**src/rtl/srst_seq_pkg.sv**
```systemverilog
// Shared types and the group priority picker for the synchronous-reset bank sequencer.
// The picker is sized for the widest supported bank; callers zero-extend their mask.
package srst_seq_pkg;

    localparam int MAX_GRP = 16;
    localparam int IDX_W   = 4;

    typedef enum logic [1:0] {
        IDLE   = 2'd0,
        ASSERT = 2'd1,
        GAP    = 2'd2,
        FIN    = 2'd3
    } seq_state_t;

    typedef struct packed {
        logic             valid;
        logic [IDX_W-1:0] idx;
    } grp_pick_t;

    // Lowest set bit strictly above cur, or the lowest set bit overall when first=1.
    function automatic grp_pick_t next_grp(
        input logic [MAX_GRP-1:0] mask,
        input logic [IDX_W-1:0]   cur,
        input logic               first
    );
        grp_pick_t r;
        r.valid = 1'b0;
        r.idx   = '0;
        for (int i = MAX_GRP - 1; i >= 0; i--) begin
            if (mask[i] && (first || (i > int'(cur)))) begin
                r.valid = 1'b1;
                r.idx   = IDX_W'(i);
            end
        end
        return r;
    endfunction

endpackage

```
**src/rtl/srst_bank_sequencer.sv**
```systemverilog
// Walks the unmasked register groups in ascending order, holding each group's sync reset
// for HOLD+1 cycles with a one-cycle gap, then hands the enables back to the user.
module srst_bank_sequencer
    import srst_seq_pkg::*;
#(
    parameter int              NGRP    = 4,
    parameter int              HOLD_W  = 4,
    parameter logic [NGRP-1:0] CE_MASK = '0
) (
    input  logic              C,
    input  logic              R,
    input  logic              START,
    input  logic [HOLD_W-1:0] HOLD,
    input  logic [NGRP-1:0]   MASK,
    input  logic [NGRP-1:0]   EN_REQ,
    output logic [NGRP-1:0]   SRST,
    output logic [NGRP-1:0]   E,
    output logic              BUSY,
    output logic              DONE
);

    seq_state_t        state_reg, state_next;
    logic [IDX_W-1:0]  grp_reg, grp_next;
    logic [HOLD_W-1:0] cnt_reg, cnt_next;
    logic [HOLD_W-1:0] hold_reg, hold_next;
    logic [NGRP-1:0]   mask_reg, mask_next;
    logic [NGRP-1:0]   srst_reg, srst_next;
    logic [NGRP-1:0]   e_reg, e_next;
    logic              busy_reg, busy_next;
    logic              done_reg, done_next;
    grp_pick_t         pick;

    always_ff @(posedge C or posedge R) begin
        if (R) begin
            state_reg <= IDLE;
            grp_reg   <= '0;
            cnt_reg   <= '0;
            hold_reg  <= '0;
            mask_reg  <= '0;
            srst_reg  <= '0;
            e_reg     <= '0;
            busy_reg  <= 1'b0;
            done_reg  <= 1'b0;
        end else begin
            state_reg <= state_next;
            grp_reg   <= grp_next;
            cnt_reg   <= cnt_next;
            hold_reg  <= hold_next;
            mask_reg  <= mask_next;
            srst_reg  <= srst_next;
            e_reg     <= e_next;
            busy_reg  <= busy_next;
            done_reg  <= done_next;
        end
    end

    always_comb begin
        state_next = state_reg;
        grp_next   = grp_reg;
        cnt_next   = cnt_reg;
        hold_next  = hold_reg;
        mask_next  = mask_reg;
        pick       = '0;
        case (state_reg)
            IDLE: begin
                if (START) begin
                    hold_next = HOLD;
                    mask_next = MASK;
                    pick      = next_grp(MAX_GRP'(MASK), '0, 1'b1);
                    if (pick.valid) begin
                        state_next = ASSERT;
                        grp_next   = pick.idx;
                        cnt_next   = HOLD;
                    end else begin
                        state_next = FIN;
                    end
                end
            end
            ASSERT: begin
                if (cnt_reg == '0) begin
                    state_next = GAP;
                end else begin
                    cnt_next = cnt_reg - HOLD_W'(1);
                end
            end
            GAP: begin
                // Only the latched mask/hold are used, so mid-sequence input changes are ignored.
                pick = next_grp(MAX_GRP'(mask_reg), grp_reg, 1'b0);
                if (pick.valid) begin
                    state_next = ASSERT;
                    grp_next   = pick.idx;
                    cnt_next   = hold_reg;
                end else begin
                    state_next = FIN;
                end
            end
            FIN: begin
                state_next = IDLE;
            end
            default: begin
                state_next = IDLE;
            end
        endcase
    end

    // Outputs are decoded from the next state so SRST and E move on the same edge as the FSM.
    for (genvar gi = 0; gi < NGRP; gi++) begin : g_grp_out
        assign srst_next[gi] = (state_next == ASSERT) && (grp_next == IDX_W'(gi));
        assign e_next[gi]    = ((state_next == IDLE) || (state_next == FIN)) ? EN_REQ[gi]
                                                                             : (srst_next[gi] & CE_MASK[gi]);
    end

    assign busy_next = (state_next == ASSERT) || (state_next == GAP);
    assign done_next = (state_next == FIN);

    assign SRST = srst_reg;
    assign E    = e_reg;
    assign BUSY = busy_reg;
    assign DONE = done_reg;

endmodule
```
**config.mk**
```make
export PLATFORM = sky130hd
export DESIGN_NAME = srst_bank_sequencer
export DESIGN_NICKNAME = d
export VERILOG_FILES = /design/src/rtl/srst_seq_pkg.sv /design/src/rtl/srst_bank_sequencer.sv
export SDC_FILE = /design/constraint.sdc
export NUM_CORES = 1
export LEC_CHECK = 0
export BUFFER_PORTS_ARGS = -buffer_cell sky130_fd_sc_hd__buf_2
export CAP_MARGIN = 30
export CORE_ASPECT_RATIO = 1.4
export CORE_MARGIN = 4
export CORE_UTILIZATION = 32
export CTS_CLUSTER_DIAMETER = 120
export DETAILED_ROUTE_END_ITERATION = 7
export PLACE_DENSITY_LB_ADDON = 0.3
export SKIP_CTS_REPAIR_TIMING = 1
export SYNTH_ARGS = -nofsm -noshare
export SYNTH_HDL_FRONTEND = slang
export SYNTH_SLANG_ARGS = --single-unit
```
**constraint.sdc**
```tcl
create_clock -name C -period 2.5 [get_ports C]
set_input_delay 0.25 -clock C [delete_from_list [all_inputs] [get_ports C]]
set_output_delay 0.25 -clock C [all_outputs]
set_load 0.01 [all_outputs]
```
# Word level (Yosys, flattened, before mapping)
# Cells that the tools add are included.
dict set report word_totals {
  wordCells 70
  reg_bits 28
  output_inout_bits 10
}
dict set report classes {
  eq_ne 13
  n_lt_le_gt_ge 3
  n_addsub 1
  n_mux 28
  n_reduce_logical 16
}
# operator count
set ops {}
lappend ops {{5-bit two-way mux} 10}
lappend ops {{4-bit two-way mux} 7}
lappend ops {{4-bit case mux with 3 select lines} 1}
lappend ops {{2-bit equality test, second input constant} 4}
lappend ops {{4-bit by 2-bit equality test with 1-bit output, second input constant} 2}
lappend ops {{2-bit by 4-bit greater-than comparator with 1-bit output, first input constant} 2}
lappend ops {{4-bit zero test} 2}
lappend ops {{2-bit two-way mux} 4}
lappend ops {{2-bit != test, second input constant} 4}
lappend ops {{2-bit case mux with 4 select lines} 1}
lappend ops {{4-bit case mux with 2 select lines} 1}
lappend ops {{1-bit logical AND} 7}
lappend ops {{5-bit AND reduction} 1}
lappend ops {{2-bit by 1-bit equality test with 1-bit output, second input constant} 2}
lappend ops {{4-bit by 1-bit equality test with 1-bit output, second input constant} 1}
lappend ops {{1-bit by 4-bit greater-than comparator with 1-bit output, first input constant} 1}
lappend ops {{2-bit zero test} 2}
lappend ops {{1-bit two-way mux} 4}
lappend ops {{4-bit by 1-bit subtractor with 4-bit output, second input constant} 1}
lappend ops {{3-bit nonzero test} 1}
lappend ops {{1-bit logical OR} 2}
lappend ops {{2-bit AND reduction} 1}

# Longest topological paths before layout
# Gate-level depths: netlist of run 1.
dict set report logic_depth {
  ltp_word 12
  mapped_depth 10
  mapped_depth_nobuf 9
}

# Worst setup path before layout of run 1
# Ideal clock, no wire load.
dict set report synth_timing {
  kind {reg2reg}
  startpoint {register state_reg[0]}
  endpoint {register srst_reg[0] (netlist: SRST[0])}
  n_path_buf 1
  t_arrival_ns 1.733
  setup_slack_ns 0.672
  period_less_slack_ns 1.828
  setup_ns 0.095
  path_stages_with_launch 11
  path_cell_list {dfrtp_1 > inv_1 > ha_1 > buf_4 > inv_1 > a31o_1 > nor2_1 > o31ai_1 > ha_1 > o21ai_2 > nor4bb_4}
}
dict set report synth_between {
  elab_chain_len 4
  word_cells_on_any_way 11
}
# element line
set synth_rtl {}
lappend synth_rtl {{start, declared} srst_bank_sequencer.sv:22} ;# seq_state_t state_reg, state_next;
lappend synth_rtl {{start signal, assigned} srst_bank_sequencer.sv:45} ;# state_reg <= state_next;
lappend synth_rtl {{2-bit equality test, or another cell as far along} srst_bank_sequencer.sv:64} ;# case (state_reg)
lappend synth_rtl {{2-bit case mux with 4 select lines or 4-bit case mux with 2 select lines (tied branches)} srst_bank_sequencer.sv:64}
lappend synth_rtl {{2-bit by 1-bit equality test with 1-bit output or 4-bit zero test (tied branches)} srst_bank_sequencer.sv:108} ;# assign srst_next[gi] = (state_next == ASSERT) && (grp_next == IDX_W'(gi));
lappend synth_rtl {{1-bit logical AND *} srst_bank_sequencer.sv:108}
lappend synth_rtl {{net srst_next[0]} srst_bank_sequencer.sv:27} ;# logic [NGRP-1:0] srst_reg, srst_next;
lappend synth_rtl {{end signal, assigned} srst_bank_sequencer.sv:50} ;# srst_reg <= srst_next;
lappend synth_rtl {{end, declared} srst_bank_sequencer.sv:27}
# The timed path passes the listed nets; every way through them passes the cells marked *.
# A chain may end at the register's enable or synchronous reset.

# Worst setup path after layout of run 1
dict set report layout_timing {
  startpoint {register state_reg[1]}
  endpoint {register srst_reg[0] (netlist: SRST[0])}
}
dict set report layout_between {
  elab_chain_len 4
  word_cells_on_any_way 11
}
# element line
set layout_rtl {}
lappend layout_rtl {{2-bit equality test, or another cell as far along} srst_bank_sequencer.sv:64}
lappend layout_rtl {{2-bit case mux with 4 select lines *} srst_bank_sequencer.sv:64}
lappend layout_rtl {{net state_next[0]} srst_bank_sequencer.sv:22}
lappend layout_rtl {{2-bit by 1-bit equality test with 1-bit output *} srst_bank_sequencer.sv:108}
lappend layout_rtl {{1-bit logical AND *} srst_bank_sequencer.sv:108}
lappend layout_rtl {{net srst_next[0]} srst_bank_sequencer.sv:27}
# Marked as above.

==> results of run 1 <==
-- kinds of logic (layout without fill, tap and decap cells) --
logic type / after synthesis / in the layout / synth area share [%]
simple gates: 34 / 34 / 15.3
mux: 11 / 11 / 8.68
xor+xnor: 1 / 1 / 0.614
compound gates: 33 / 33 / 16.6
fa+ha+maj: 8 / 8 / 7.02
buf+inv: 13 / 40 / 4.47
flops: 27 / 27 / 47.4
-- worst paths after layout --
check | endpoint | cells past startpoint
min | BUSY | 3
max | SRST[0] | 7
max in group asynchronous | hold_reg[3] | 3
min in group C | E[3] | 2
min reg2reg | mask_reg[2] | 1
max reg2reg | SRST[0] | 7
-- synthesized netlist by cell type (all sizes together) (2+ instances only) --
cell | number | area [µm²]
nor3 | 2 | 10.0
o21ai | 7 | 38.8
nor2 | 10 | 45.0
a32oi | 2 | 17.5
a21oi | 5 | 25.0
and2 | 2 | 12.5
o31a | 2 | 17.5
buf | 4 | 30.0
a211oi | 2 | 15.0
nor3b | 3 | 22.5
inv | 9 | 33.8
mux2 | 11 | 124
a22oi | 3 | 22.5
o21a | 2 | 15.0
o211ai | 2 | 20.0
ha | 8 | 100
nor4 | 2 | 18.8
dfrtp | 27 | 676
nor2b | 5 | 31.3
nand2 | 4 | 17.5
nand2b | 2 | 12.5
-- cell type report --
cell class / instances / area, µm²
fillers: 442 / 2610
multi-input cells: 87 / 687
flip-flops and latches: 27 / 676
repair buffers: 27 / 143
well taps: 60 / 75.1
clock buffers: 3 / 41.3
inverters: 9 / 33.8
clock inverters: 1 / 7.51
-- metrics by stage --
stage | utilization (%) | setup WS (ps) | power [mW] | hold slack [ps] | cells
2_1_floorplan | - | 672 | 1.64 | 303 | 127
3_3_place_gp | 37.8 | 516 | 1.89 | 325 | 210
3_5_place_dp | 37.8 | 441 | 1.93 | 331 | 210
4_1_cts | 38.9 | 407 | 2.19 | 23.0 | 214
5_1_grt | 38.9 | 259 | 2.36 | 40.4 | 214
6_report | 38.9 | 424 | 2.17 | 5.26 | 214
-- where the power goes --
group | total, mW | switching [mW] | internal, mW | leakage [nW]
logic | 1.14 | 0.611 | 0.530 | 0.429
registers | 0.770 | 0.131 | 0.639 | 0.337
clock network | 0.256 | 0.142 | 0.113 | 0.0217
-- layer usage --
| metal | wire length, µm | part of all wire (%) | vias to the layer above |
|---|---|---|---|
| met3 | 135 | 4.7 | 5 |
| met1 | 1290 | 45 | 483 |
| met5 | 0 | 0 | - |
| met2 | 1370 | 48 | 21 |
| met4 | 49 | 1.7 | 0 |
| li1 | - | - | 504 |
-- worst max-delay path, cell delays in order (launching register included) --
cell and delay, ps:
dfrtp_1 410, inv_1 100, ha_1 310, nand2b_1 240, a32oi_1 340, ha_1 220
o21ai_2 90, nor4bb_4 270
==> flow_summary.ini, run 1 <==
[timing]
max_freq_ghz = 0.482
tightest_slew_ps = 457
final_hold_viol_count = 0
slew_viol_final = 0
period_needed_ps = 2080
rsz0062_at_grt = no
fin_skew_ps = 7.45
setup_viol = 0
max_slew_margin_pct = 69.6
finalCritPeriodShare_pct = 83.0
setup_tns_ps = 0

[routing]
first_pass_iters = 4
first_iter_violations = 54
drc = 0
num_vias = 1013
ant_nets = 0
routedWlPerCell_um = 13.3
vias_per_cell = 4.73
totalWireLength_mm = 2.84

[logic_synthesis]
synth.distinct_cells = 44
synth-edff-count = 0
synthFlopType = dfrtp_1
ys_async_sr_fraction_pct = 100
syn_avg_cell_area_um2 = 11.2
synth_seq_cells = 27
mappedNetlistArea_mm2 = 0.00143
netlist_instances = 127
yosysWarnings = 0
yosysSeqAreaShare_pct = 47.4
syn-num-nets = 150

[worst_setup_path]
path_class = flop to flop
r2r_setup_slack_ps = 420
start_kind = flop
cp_max_fo = 10
r2r_start = state_reg[1]
end_kind = flop
startpoint = state_reg[1]
arrival_ps = 2270
critical_path_required_ps = 2690

[final_layout]
areaGrowthSynthToFinish_pct = 16.6
diodes = 0
stdcell_area_mm2 = 0.00166
layout-drive-gt1-share_pct = 29.9
finalNetCount = 178
layout_common_cells = dfrtp_1 (27), buf_2 (24), nor2_1 (9), inv_1 (8), ha_1 (8)
layout_commonest_cell = dfrtp_1

[clock_tree]
cts_buffer_depth = 2
cts-root-buf = clkbuf_8
clock-sinks = 27
clkSlewWorstSetupHoldPaths_ps = 100
worstSkewPairLatency_ps = 280
cts_buffers = 3
cts_max_level = 1
tritoncts = done

[flow_run]
drv_cap = 0

[floorplanning]
dieArea_mm2 = 0.00560
die_w_um = 64.4
start_util_pct = 33.4
io_pins = 25
core_mm2 = 0.00427
rows = 28
die_h_um = 87.0

[grt]
grt_start_max_net_pins = 28
grt_overflow = 0
use_met3_pct = 2.33
grt_pass1_vias = 1063
grt_use_total_pct = 11.4
grt.busiest_layer = met2
grtUsageMet2_pct = 18.7
grt_use_met1_pct = 14.7
grt_first_pass_wirelength_mm = 5.04
antenna_found_initial = 0

[outcome]
status = finished clean

[placement]
portBuffers = 24
postPlaceCellArea_mm2 = 0.00161
place.gp.congestion = 0.795
hpwlAfterDp_mm = 2.20

[power_and_ir_drop]
leakage_nw = 0.788
vdd_ir_drop_max_uv = 502
powerDensity_mw_per_mm2 = 1300

[min_path]
hold_path.class = input pin to asynchronous set/reset pin
Note: power is estimated with default switching activity, not from simulation.
==> run 2, diff against run 1 <==
--- a/config.mk
+++ b/config.mk
@@ -5,6 +5,7 @@
 export SDC_FILE = /design/constraint.sdc
 export NUM_CORES = 1
 export LEC_CHECK = 0
+export ABC_AREA = 1
 export BUFFER_PORTS_ARGS = -buffer_cell sky130_fd_sc_hd__buf_2
 export CAP_MARGIN = 30
 export CORE_ASPECT_RATIO = 1.4
==> constraint.sdc (replaced) <==
create_clock -name C -period 1.8 [get_ports C]
set_input_delay 0.18 -clock C [delete_from_list [all_inputs] [get_ports C]]
set_output_delay 0.18 -clock C [all_outputs]
set_load 0.01 [all_outputs]
==> run 2 against run 1 <==
Against the previous run:
- register-to-register slack got worse by 320 ps
- flip-flop and latch count unchanged
- global-route usage grew 0.40 points
- combinational power grew 74%
- largest power group unchanged
- highest routed layer unchanged
==> flow_summary.ini, run 2 <==
[floorplanning]
rows = 28
start_util_pct = 33.7
io_pins = 25
core_mm2 = 0.00427
die_h_um = 87.3
die_w_um = 64.7
dieArea_mm2 = 0.00565

[worst_setup_path]
cp_top_family = adder cells
end_kind = flop
r2r_setup_slack_ps = 100
critical_path_required_ps = 1980
r2r_start = cnt_reg[1]
slowest_stage = dfrtp_1
path_class = flop to flop
r2r_cells = 9
arrival_ps = 1880
path_buf_inv = 2
slowest_delay_ps = 390
r2r-end = E[2]
cp.depth = 9
cp_max_fo = 5
crit_chain = inv_1, ha_1, nand2_1, nor2_2, o21ai_0, a22o_1, buf_4, ha_4, nor2_1
start_kind = flop

[flow_run]
drv_cap = 0

[timing]
tightest_slew_ps = 340
layout_setup_ws_ps = 102
final_hold_viol_count = 0
rsz0062_at_grt = no
period_needed_ps = 1700
slew_viol_final = 0
max_slew_margin_pct = 77.4
setup_tns_ps = 0
fin_skew_ps = 5.44
setup_viol = 0
finalCritPeriodShare_pct = 94.3
max_freq_ghz = 0.589

[logic_synthesis]
synthFlopType = dfrtp_1
yosysWarnings = 0
ys_async_sr_fraction_pct = 100
synth_seq_cells = 27
synth.distinct_cells = 20
yosysSeqAreaShare_pct = 47.0
synth-edff-count = 0
netlist_instances = 185
synth.top_cells.by_count = nand2_1 (49), inv_1 (31), dfrtp_1 (27), nor2_1 (23), o21ai_0 (11)
syn_avg_cell_area_um2 = 7.78
synth_top_area_share_pct = 47.0
syn-num-nets = 208
mappedNetlistArea_mm2 = 0.00144
yosysTopAreaCell = dfrtp_1
synthTopCellsByArea = dfrtp_1 (47%), nand2_1 (13%), inv_1 (8.1%)
yosysMostFrequentCell = nand2_1

[routing]
totalWireLength_mm = 3.03
topRoutingLayerUsed = met4
wl_met1_mm = 1.22
vias_per_cell = 4.27
first_pass_iters = 4
wl_met2_mm = 1.63
met3_wirelength_um = 138
drc = 0
first_iter_violations = 20
num_vias = 1213
routedWlPerCell_um = 10.7
ant_nets = 0

[final_layout]
layout_commonest_cell = nand2_1
utilization_pct = 42.4
diodes = 0
seq_area_um2 = 676
areaGrowthSynthToFinish_pct = 25.8
layout_common_cells = nand2_1 (49), inv_1 (29), dfrtp_1 (27), buf_2 (24), nor2_1 (22)
fillers = 457
stdcell_area_mm2 = 0.00181
layout-drive-gt1-share_pct = 26.3
multiInputGateArea_um2 = 682
finalNetCount = 248

[placement]
place.gp.congestion = 0.887
dp_slack_ps = -27.0
hpwlAfterDp_mm = 2.45
portBuffers = 24
postPlaceCellArea_mm2 = 0.00169

[clock_tree]
clock-sinks = 27
cts_max_level = 1
cts_buffers = 3
cts_buffer_depth = 2
tritoncts = done
cts-root-buf = clkbuf_8
clkSlewWorstSetupHoldPaths_ps = 100
worstSkewPairLatency_ps = 280

[power_and_ir_drop]
seqPwrFrac_pct = 29.9
combPwrFrac_pct = 59.3
power.share.clock_pct = 10.7
power_mw = 3.34
p_int_mw = 1.87
switching_share_pct = 44.1
p_sw_mw = 1.47
leakage_nw = 1.01
vdd_ir_drop_max_uv = 901
powerDensity_mw_per_mm2 = 1840

[grt]
grt_start_max_net_pins = 28
grt_use_total_pct = 11.8
grt_pass1_vias = 1234
grt_overflow = 0
antenna_found_initial = 0
grt_first_pass_wirelength_mm = 5.21

[outcome]
status = finished clean

[min_path]
min_delay_path_depth = 3
hold_path.class = input pin to flop
hold_end = E[2]
hp-start = EN_REQ[2]
## run 2: cells by family after synthesis
| family | Yosys count | synth area share (%) |
|---|---|---|
| and+or+nand+nor | 91 | 27.6 |
| buffers and inverters | 33 | 8.61 |
| DFF | 27 | 47.0 |
| AOI/OAI and AO/OA | 26 | 9.91 |
| adders and majority gates | 8 | 6.96 |
## run 2: worst register-to-register path, stage by stage (launching register included)
cell     delay, ps
dfrtp_1        390
inv_1          110
ha_1           160
nand2_1         60
nor2_2         110
o21ai_0         90
a22o_1         220
buf_4          150
ha_4           280
nor2_1          40
## run 2: worst max-delay path by stage
stage | from | to
6_report | cnt_reg[1] | E[2]
5_1_grt | cnt_reg[1] | E[0]
4_1_cts | state_reg[1] | E[2]
3_5_place_dp | state_reg[1] | E[1]
3_3_place_gp | state_reg[1] | E[1]
2_1_floorplan | state_reg[1] | E[0]
## run 2: cell type report
class / instances / area share [%]
Clock buffer: 3 / 2.28
Clock inverter: 1 / 0.415
Inverter: 33 / 6.84
Multi-Input combinational cell: 125 / 37.7
Sequential cell: 27 / 37.3
Tap cell: 60 / 4.15
Timing Repair Buffer: 35 / 11.3
## run 2: stage by stage
step / hold WS (ps) / std cells
detailed placement: 270 / 277
CTS: -43.7 / 281
global placement: 261 / 277
global route: 87.3 / 284
finish: 86.2 / 284
floorplan: 233 / 185
## run 2: routing by layer
| metal | vias to the layer above | global-route usage, % |
|---|---|---|
| li1 | 649 | - |
| met1 | 533 | 12.0 |
| met2 | 26 | 22.7 |
| met3 | 5 | 2.97 |
| met4 | 0 | 4.62 |
| met5 | - | 0 |
## run 2: power by group through the flow
stage	combinational (mW)	clock, mW	sequential, mW
finish	1.98	0.357	0.999
global route	2.25	0.395	1.02
CTS	1.79	0.377	0.997
detailed placement	1.78	0	1.01
global placement	1.76	0	1.01
floorplan	1.25	0	1.03
